--- src/rtl/aes_job_sched.sv ---
// Round-robin scheduler that shares one word-serial AES accelerator among NUM_REQ requesters.
// Only one job is in flight at a time: fill, issue, wait, fetch, acknowledge, then return the result.
module aes_job_sched #(
  parameter int NUM_REQ = 2
) (
  input  logic                   clk_i,
  input  logic                   reset_i,
  input  logic [NUM_REQ-1:0]     req_v_i,
  input  logic [NUM_REQ*128-1:0] req_data_i,
  input  logic [NUM_REQ-1:0]     req_op_i,
  output logic [NUM_REQ-1:0]     req_ready_o,
  output logic [NUM_REQ-1:0]     resp_v_o,
  output logic [127:0]           resp_data_o,
  input  logic [NUM_REQ-1:0]     resp_yumi_i,
  output logic [15:0]            accel_data_o,
  output logic [2:0]             accel_fill_addr_o,
  output logic                   accel_data_w_o,
  output logic                   accel_issue_o,
  output logic                   accel_opcode_o,
  output logic [2:0]             accel_fetch_addr_o,
  output logic                   accel_result_yumi_o,
  input  logic [15:0]            accel_data_i,
  input  logic                   accel_data_v_i,
  input  logic                   accel_ready_i,
  output logic                   busy_o
);

  localparam int ID_W = (NUM_REQ > 1) ? $clog2(NUM_REQ) : 1;

  typedef enum logic [2:0] {
    S_IDLE  = 3'd0,
    S_FILL  = 3'd1,
    S_ISSUE = 3'd2,
    S_WAIT  = 3'd3,
    S_FETCH = 3'd4,
    S_ACK   = 3'd5,
    S_RESP  = 3'd6
  } state_e;

  state_e          state_q;
  logic [ID_W-1:0] rr_q;
  logic [ID_W-1:0] owner_q;
  logic [2:0]      k_q;
  logic [127:0]    block_q;
  logic [127:0]    result_q;
  logic            op_q;

  logic [ID_W-1:0] grant_s;
  logic [ID_W-1:0] cand_s;
  logic            found_s;

  // Round-robin search starting just after the last winner.
  always_comb begin
    grant_s = '0;
    cand_s  = '0;
    found_s = 1'b0;
    for (int j = 0; j < NUM_REQ; j++) begin
      cand_s = ID_W'((int'(rr_q) + 1 + j) % NUM_REQ);
      if (!found_s && req_v_i[cand_s]) begin
        found_s = 1'b1;
        grant_s = cand_s;
      end else begin
        found_s = found_s;
      end
    end
  end

  // Scheduler state machine and job/result storage.
  always_ff @(posedge clk_i or posedge reset_i) begin
    if (reset_i) begin
      state_q  <= S_IDLE;
      rr_q     <= ID_W'(NUM_REQ - 1);
      owner_q  <= '0;
      k_q      <= 3'd0;
      block_q  <= 128'd0;
      result_q <= 128'd0;
      op_q     <= 1'b0;
    end else begin
      case (state_q)
        S_IDLE: begin
          if (found_s) begin
            block_q <= req_data_i[int'(grant_s)*128 +: 128];
            op_q    <= req_op_i[grant_s];
            owner_q <= grant_s;
            rr_q    <= grant_s;
            k_q     <= 3'd0;
            state_q <= S_FILL;
          end
        end
        S_FILL: begin
          k_q <= k_q + 3'd1;
          if (k_q == 3'd7) begin
            state_q <= S_ISSUE;
          end
        end
        S_ISSUE: begin
          if (accel_ready_i) begin
            state_q <= S_WAIT;
          end
        end
        S_WAIT: begin
          if (accel_data_v_i) begin
            k_q     <= 3'd0;
            state_q <= S_FETCH;
          end
        end
        S_FETCH: begin
          result_q[{k_q, 4'b0000} +: 16] <= accel_data_i;
          k_q <= k_q + 3'd1;
          if (k_q == 3'd7) begin
            state_q <= S_ACK;
          end
        end
        S_ACK: begin
          state_q <= S_RESP;
        end
        S_RESP: begin
          if (resp_yumi_i[owner_q]) begin
            state_q <= S_IDLE;
          end
        end
        default: begin
          state_q <= S_IDLE;
        end
      endcase
    end
  end

  // Output decode from the registered state; ready is additionally masked while reset is held.
  always_comb begin
    req_ready_o         = '0;
    resp_v_o            = '0;
    resp_data_o         = result_q;
    accel_data_o        = 16'd0;
    accel_fill_addr_o   = 3'd0;
    accel_data_w_o      = 1'b0;
    accel_issue_o       = 1'b0;
    accel_opcode_o      = 1'b0;
    accel_fetch_addr_o  = 3'd0;
    accel_result_yumi_o = 1'b0;
    busy_o              = (state_q != S_IDLE);
    case (state_q)
      S_IDLE: begin
        if (found_s && !reset_i) begin
          req_ready_o[grant_s] = 1'b1;
        end else begin
          req_ready_o = '0;
        end
      end
      S_FILL: begin
        accel_data_w_o    = 1'b1;
        accel_fill_addr_o = k_q;
        accel_data_o      = block_q[{k_q, 4'b0000} +: 16];
      end
      S_ISSUE: begin
        accel_issue_o  = accel_ready_i;
        accel_opcode_o = op_q;
      end
      S_WAIT: begin
        accel_opcode_o = op_q;
      end
      S_FETCH: begin
        accel_opcode_o     = op_q;
        accel_fetch_addr_o = k_q;
      end
      S_ACK: begin
        accel_opcode_o      = op_q;
        accel_result_yumi_o = 1'b1;
      end
      S_RESP: begin
        resp_v_o[owner_q] = 1'b1;
      end
      default: begin
        busy_o = 1'b1;
      end
    endcase
  end

endmodule

--- config.mk ---
export PLATFORM = sky130hd
export DESIGN_NAME = aes_job_sched
export DESIGN_NICKNAME = d
export VERILOG_FILES = /design/src/rtl/aes_job_sched.sv
export SDC_FILE = /design/constraint.sdc
export NUM_CORES = 1
export LEC_CHECK = 0
export CORE_AREA = 3 3 172 174
export CTS_BUF_LIST = sky130_fd_sc_hd__clkbuf_8
export CTS_CLUSTER_DIAMETER = 60
export DETAILED_ROUTE_END_ITERATION = 8
export DIE_AREA = 0 0 175 177
export GPL_TIMING_DRIVEN = 0
export PLACE_DENSITY = 0.78
export SLEW_MARGIN = 20
export SYNTH_ARGS = -nofsm -noshare
export SYNTH_HDL_FRONTEND = slang
export SYNTH_SLANG_ARGS = --single-unit
--- constraint.sdc ---
create_clock -name clk_i -period 10 [get_ports clk_i]
set_clock_uncertainty 0.1 [all_clocks]
set_input_delay 1.5 -clock clk_i [delete_from_list [all_inputs] [get_ports clk_i]]
set_output_delay 1.5 -clock clk_i [all_outputs]
set_load 0.02 [all_outputs]
==> key figures, run 1 <==
STA
  • Final Cycle Share: 0.600
  • Slew of the pin with the lowest slew margin: 0.864 ns
  • Fmax: around 170 MHz
  • Rel. slew slack: 0.424
  • RSZ-0062 raised after global routing: no
  • Hold Slack: approximately 0.38 ns
  • Final-report hold violation count: 0
  • Setup_tns: 0 ns
  • Fin crit period: between 6 and 7 ns
  • Final setup viols: 0
  • Final WS setup: roughly 4 ns
  • Slew Viols, Final: 0

Placement
  • Post-DP Area: around 17000 um2
  • Placed insts: between 1500 and 2000
  • IO Port Bufs: between 400 and 500
  • Placed wire-length estimate: 33400 um
  • Placer Congestion: 0.872
  • Pre-CTS worst setup slack: slightly below 4 ns

Route
  • DRT Pass-1 Iters: 5
  • Wire per inst: around 21 um
  • Remaining DRCs: 0
  • Total Routed Length: between 40000 and 50000 um
  • Vias post-DR: about 11000
  • Post-DRT Antenna Nets: 0
  • Vias/cell: around 5.4
  • Initial DRC Count: between 700 and 800

Setup path
  • WP buf/inv: 5
  • Max incr delay on CP: 0.65 ns
  • Worst path slowest cell: buf_1
  • CP required: 8.40 ns
  • R2r endpoint: resp_data_o[44]$_DFFE_PP0P_
  • CP Data Arrival Time: between 4 and 5 ns
  • CP startpoint kind: input port
  • Crit path cell chain: clkdlybuf4s50_1, a21boi_0, clkbuf_1, buf_2, buf_1, nand2_1, nor2_1, clkdlybuf4s50_1
  • Delay-heaviest family, CP: buffers and inverters
  • Crit-path max FO: 10
  • Type of the worst setup path: in2out
  • Reg2reg setup slack: 5.99 ns
  • Worst reg2reg path depth: 8
  • Most numerous cell on the critical path: clkdlybuf4s50_1
  • Crit. End Element: output port
  • FF-to-FF Start: k_q[2]$_DFFE_PP0P_

Worst hold path
  • WHS Endpoint: resp_data_o[120]$_DFFE_PP0P_
  • Hold Crit Depth: 2
  • Worst hold start: resp_data_o[120]$_DFFE_PP0P_
  • Hold crit path type: reg2reg

Final layout
  • Final net count: ~1900
  • Filler cells: between 2000 and 2500
  • Final Non-Filler Cells: about 2000
  • Layout cells sized above 1: 0.140
  • Post-route cell area: approximately 18000 um2
  • Area Overhead vs Synth: 46.7%

Clocking
  • Clk Latency, worst-skew pair: around 0.54 ns
  • Reg clk slew, reported paths: approximately 0.060 ns
  • TritonCTS Buffers: 43
  • Clock Tree Buf Depth: 3
  • CTS tree: yes
  • # Post-CTS Setup Buffers: 0
  • Clock root buffer: clkbuf_8
  • CTS sink cnt: ~270
  • PostCTS Resize Cnt: 0
  • H-tree depth: 2
  • Hold-fix buffer count after cts: 0

Global routing
  • Largest net degree at the start of global routing: slightly above 80
  • Number of global-route vias before repair: between 10000 and 15000
  • GRT Overall Usage: 0.271
  • Initial antenna violation count: 4
  • Total gr overflow: 0
  • First-pass GRT wire length: 64500 um

Die
  • Die Span X: about 180 um
  • # rows: roughly 60
  • Core area: roughly 28000 um2
  • Initial core utilization: 0.444
  • Die Ht: around 180 um
  • # IOs: between 400 and 500
  • Full die area: 31000 um2

Logic synthesis
  • Post-Syn Nets: between 1000 and 1500
  • Mapped Area: approximately 12000 um2
  • XOR/XNOR share of the synthesized area: 0.000707
  • Ys async rst share: 1.00
  • Proportion of synthesized area in mux cells: 0.238
  • Synth Flop Type: dfrtp_1
  • Post-synth EDFFs: 0
  • Gate Count Post-Synth: about 1100
  • Compound-Gate Fraction of Synth Area: 0.0886
  • Largest family of logic cells by synthesized area: multiplexers
  • Avg Cell Area, Syn: roughly 11 um2
  • Simple-Gate Fraction of Synth Area: 0.0979
  • Post-synthesis sequential area ratio: 0.535
  • Ys Warns: 0
  • Netlist cell types: 44
  • Register bit total from synthesis: ~270
  • Synth Area in Adders: 0.00707

Power
  • Share of power burned in the clock network: 0.174
  • Sequential Power Share: 0.350
  • P_int: between 3 and 4 mW
  • Maximum vdd ir drop: ~0.15 mV
  • Power density over the cells: ~290 nW/um2
  • Switching pwr: a little over 2 mW
  • Combinational share of power: 0.476
  • Switching part of the total power: 0.395
  • LEAKAGE: between 7 and 8 nW

Status
  • Outcome: completed

Job
  • Max_cap viols: 0
-- metrics by stage --
| stage | power, mW | util |
|---|---|---|
| after floorplan | 3.22 | - |
| after global placement | 4.24 | 0.618 |
| after detailed placement | 4.32 | 0.621 |
| after CTS | 5.25 | 0.651 |
| after global routing | 5.53 | 0.651 |
| final | 5.23 | 0.651 |
-- synth_stat cells (all sizes together) (4+ instances only) --
cell	count	area [um2]
a21oi	149	746
buf	47	254
clkbuf	30	113
dfrtp	264	6610
ha	7	87.6
inv	10	37.5
mux2	81	912
mux2i	131	1310
mux4	32	721
nand2	118	445
nor2	143	542
nor2b	4	25.0
nor3	5	25.0
o21ai	54	270
-- cell type report --
cell class | instances | area, um2 | share of cell area
Antenna cell | 1 | 2.50 | 0.000138
Buffer | 77 | 367 | 0.0202
Clock buffer | 50 | 688 | 0.0378
Clock inverter | 24 | 134 | 0.00736
Inverter | 11 | 48.8 | 0.00268
Multi-Input combinational cell | 754 | 5350 | 0.294
Sequential cell | 265 | 6630 | 0.365
Tap cell | 378 | 473 | 0.0260
Timing Repair Buffer | 443 | 4490 | 0.247
-- flip-flops by register name (all words and copies together), names as in the netlist --
name / cells
block_q: 128
resp_data_o: 128
state_q: 3
op_q: 1
k_q: 3
rr_q: 1
owner_q: 1
-- routing by layer --
layer	up-vias	routed length [um]	global-route usage
met5	-	41	0
met4	6	1590	0.101
met3	92	3700	0.0676
met2	547	22200	0.489
met1	5257	15400	0.313
li1	4852	-	-
-- worst max-delay path by stage --
| stage | endpoint | slack, ns | from | cells past startpoint |
|---|---|---|---|---|
| global route | req_ready_o[1] | 3.85 | req_v_i[1] | 8 |
| floorplan | block_q[0]$_DFFE_PP0P_ | 1.10 | reset_i | 1 |
| detailed placement | req_ready_o[1] | 3.98 | req_v_i[1] | 8 |
| finish | req_ready_o[1] | 4.00 | req_v_i[1] | 8 |
| CTS | req_ready_o[1] | 3.96 | req_v_i[1] | 8 |
| global placement | resp_data_o[65]$_DFFE_PP0P_ | -1.92 | reset_i | 2 |
-- cells by family (layout without fill, tap and decap cells) --
group | after synthesis | count (layout)
buffers and inverters | 88 | 605
adder cells (fa/ha/maj) | 7 | 7
flip-flops | 265 | 265
AND/OR/NAND/NOR | 289 | 289
AO/OA/AOI/OAI | 213 | 213
multiplexers | 244 | 244
XOR/XNOR | 1 | 1
other | 0 | 1
-- layout by cell type (no fill, tap or decap), types with 2 or more instances in the layout --
cell type	synthesis	layout
buf_6	3	3
nor2b_1	4	4
and2_1	3	3
mux4_2	32	32
clkinv_2	0	5
clkinvlp_4	0	3
mux2_2	81	81
mux2i_1	131	131
nor3_1	5	5
a22o_1	2	2
a21oi_1	149	149
nor4b_4	2	2
inv_1	10	24
dfrtp_1	264	264
o211ai_1	2	2
buf_2	38	38
nand2_1	117	117
ha_1	7	7
nand3_1	2	2
buf_16	0	3
clkbuf_8	0	50
nor3b_1	2	2
nor2_1	141	141
buf_1	4	4
buf_4	2	2
clkbuf_1	30	30
nor2_2	2	2
o21ai_0	54	54
clkdlybuf4s50_1	0	440
-- worst min-delay path, stage by stage, from the launching register on --
cell and delay, ns:
dfrtp_1 0.34, nand2_1 0.05, o21ai_0 0.06
-- power by group through the flow --
stage / logic [mW] / clock network (mW) / registers (mW)
3_5_place_dp: 2.49 / 0 / 1.84
2_1_floorplan: 1.24 / 0 / 1.98
5_1_grt: 2.68 / 0.977 / 1.88
6_report: 2.49 / 0.913 / 1.83
4_1_cts: 2.50 / 0.924 / 1.82
3_3_place_gp: 2.42 / 0 / 1.82
(Power assumes the default switching activity.)
==> run 2: changes to the inputs <==
- clock period: 10 -> 5.7 ns (I/O delays scaled with it)
==> key figures, run 2 (synthesized netlist as in run 1, its figures left out) <==
Worst hold path
  • Hold Crit Depth: 2 (unchanged)
  • Worst hold start: resp_data_o[80]$_DFFE_PP0P_
  • Hold crit path type: reg2reg

STA
  • Final-report hold violation count: 0 (unchanged)
  • Final Cycle Share: 0.829
  • Fin crit period: 4.72 ns
  • RSZ-0062 raised after global routing: no
  • Final setup viols: 0 (unchanged)
  • Rel. slew slack: 0.459 (+0.0350)
  • Fmax: 212 MHz
  • Slew of the pin with the lowest slew margin: 0.811 ns (-0.0524 ns)
  • Slew Viols, Final: 0 (unchanged)
  • Final WS setup: 0.977 ns (-3.02 ns)

Clocking
  • CTS sink cnt: 265 (unchanged)
  • Clock root buffer: clkbuf_8
  • H-tree depth: 2 (unchanged)
  • Hold-fix buffer count after cts: 0 (unchanged)
  • Reg clk slew, reported paths: 0.05 ns (about the same)
  • PostCTS Resize Cnt: 0 (unchanged)
  • # Post-CTS Setup Buffers: 0 (unchanged)
  • Clock Tree Buf Depth: 3 (unchanged)
  • CTS tree: yes
  • TritonCTS Buffers: 45 (+4.7%)
  • Clk Latency, worst-skew pair: 0.55 ns (about the same)

Setup path
  • Worst reg2reg path depth: 8 (unchanged)
  • Critical path launch point: req_v_i[1]
  • Worst path slowest cell: buf_1
  • Crit path cell chain: clkdlybuf4s50_1, a21boi_0, clkbuf_1, buf_2, buf_1, nand2_1, nor2_1, clkdlybuf4s50_1
  • Crit-path max FO: 10 (unchanged)
  • R2r endpoint: resp_data_o[43]$_DFFE_PP0P_
  • Max incr delay on CP: 0.66 ns (about the same)
  • CP startpoint kind: input port
  • Critical Path End: req_ready_o[1]
  • CP Data Arrival Time: 3.77 ns (-0.63 ns)
  • CP required: 4.74 ns (-3.66 ns)
  • Delay-heaviest family, CP: buffers and inverters
  • Reg2reg setup slack: 1.87 ns (-4.12 ns)
  • FF-to-FF Start: k_q[2]$_DFFE_PP0P_
  • WP depth: 8 (unchanged)
  • WP buf/inv: 5 (unchanged)
  • Type of the worst setup path: in2out
  • Most numerous cell on the critical path: clkdlybuf4s50_1
  • Crit. End Element: output port

Placement
  • Pre-CTS worst setup slack: 0.978 ns (-3.00 ns)
  • Placer Congestion: 0.908 (+4.1%)
  • Placed wire-length estimate: 34100 um (+2.0%)
  • Placed insts: 1933 (+0.26%)
  • IO Port Bufs: 440 (unchanged)

Global routing
  • Total gr overflow: 0 (unchanged)
  • Largest net degree at the start of global routing: 36 (-56%)
  • Initial antenna violation count: 1 (-3)
  • First-pass GRT wire length: 65400 um (+1.5%)
  • GRT Overall Usage: 0.274 (+0.00279)
  • Number of global-route vias before repair: 11600 (+2.0%)

Route
  • Wire per inst: 21.6 um (+0.99%)
  • Post-DRT Antenna Nets: 0 (unchanged)
  • Vias post-DR: 10900 (+1.1%)
  • Total Routed Length: 43500 um (+1.3%)
  • DRT Pass-1 Iters: 5 (unchanged)
  • Remaining DRCs: 0 (unchanged)
  • Initial DRC Count: 740 (-3.6%)
  • Vias/cell: 5.41 (+0.73%)

Die
  • Die Ht: 177 um (unchanged)
  • Core area: 27900 um2 (unchanged)
  • # IOs: 441 (unchanged)
  • Initial core utilization: 0.444 (unchanged)
  • Full die area: 31000 um2 (unchanged)
  • # rows: 61 (unchanged)
  • Die Span X: 175 um (unchanged)

Job
  • Max_cap viols: 0 (unchanged)

Final layout
  • Final Non-Filler Cells: 2010 (+0.35%)
  • Commonest non-fill, non-tap cells in the layout: clkdlybuf4s50_1, dfrtp_1, a21oi_1
  • Layout cells sized above 1: 0.145 (+0.00483)
  • Antenna Cells: 0 (-1)
  • Area Overhead vs Synth: 48.0%
  • Commonest non-fill, non-tap cell in the layout: clkdlybuf4s50_1
  • Final net count: 1891 (+0.37%)

Power
  • LEAKAGE: 7.93 nW (+0.93%)
  • Total power: 9.31 mW (+78%)
  • Maximum vdd ir drop: 0.301 mV (+100%)
  • Power density over the cells: 508 nW/um2 (+76%)

Status
  • Outcome: completed
## run 2: cell count changes in the layout (fill, tap and decap cells not counted), sizes merged
cell	previous run	this run
clkbuf	80	87
buf	50	55
clkinv	6	3
clkinvlp	3	2
diode	1	0
## run 2: where the power goes
part,switching [mW],leakage (nW),total (mW),internal (mW)
sequential,0.519,3.04,3.22,2.70
combinational,2.36,4.37,4.37,2.02
clock,0.766,0.516,1.71,0.942
## run 2: worst min-delay path by stage
stage / to / slack, ns
after floorplan: op_q$_DFFE_PP0P_ / 0.39
after global placement: resp_data_o[24]$_DFFE_PP0P_ / 0.36
after detailed placement: resp_data_o[25]$_DFFE_PP0P_ / 0.37
after CTS: resp_data_o[25]$_DFFE_PP0P_ / 0.38
after global routing: resp_data_o[25]$_DFFE_PP0P_ / 0.41
final: resp_data_o[80]$_DFFE_PP0P_ / 0.38
## run 2: layout make-up
class,count,area [um2]
fill,2230,9600
sequential,265,6630
inverter,11,45.0
multi-input combinational,754,5350
tap,378,473
buffer,77,367
timing repair buffer,448,4560
clock inverter,20,118
clock buffer,57,785
## run 2: tightest hold or removal path, delay by kind of cell, from the launching register on
kind | cells | cell delay [ns]
compound gates | 1 | 0.06
flops | 1 | 0.34
simple gates | 1 | 0.05
## run 2: stage by stage
step                      hold slack, ns  instance area (um2)   util  setup TNS (ns)
after floorplan                    0.387                12400      -               0
after global placement             0.362                17300  0.618         -146.12
after detailed placement           0.372                17400  0.624               0
after CTS                          0.385                18300  0.656               0
after global routing               0.408                18300  0.656               0
final                              0.384                18300  0.656               0
## run 2: layer usage
layer	track usage	up-vias	share of wire
met5	0	-	0.00039
met4	0.0871	2	0.032
met3	0.0665	86	0.085
met2	0.498	537	0.52
met1	0.321	5381	0.36
li1	-	4864	-
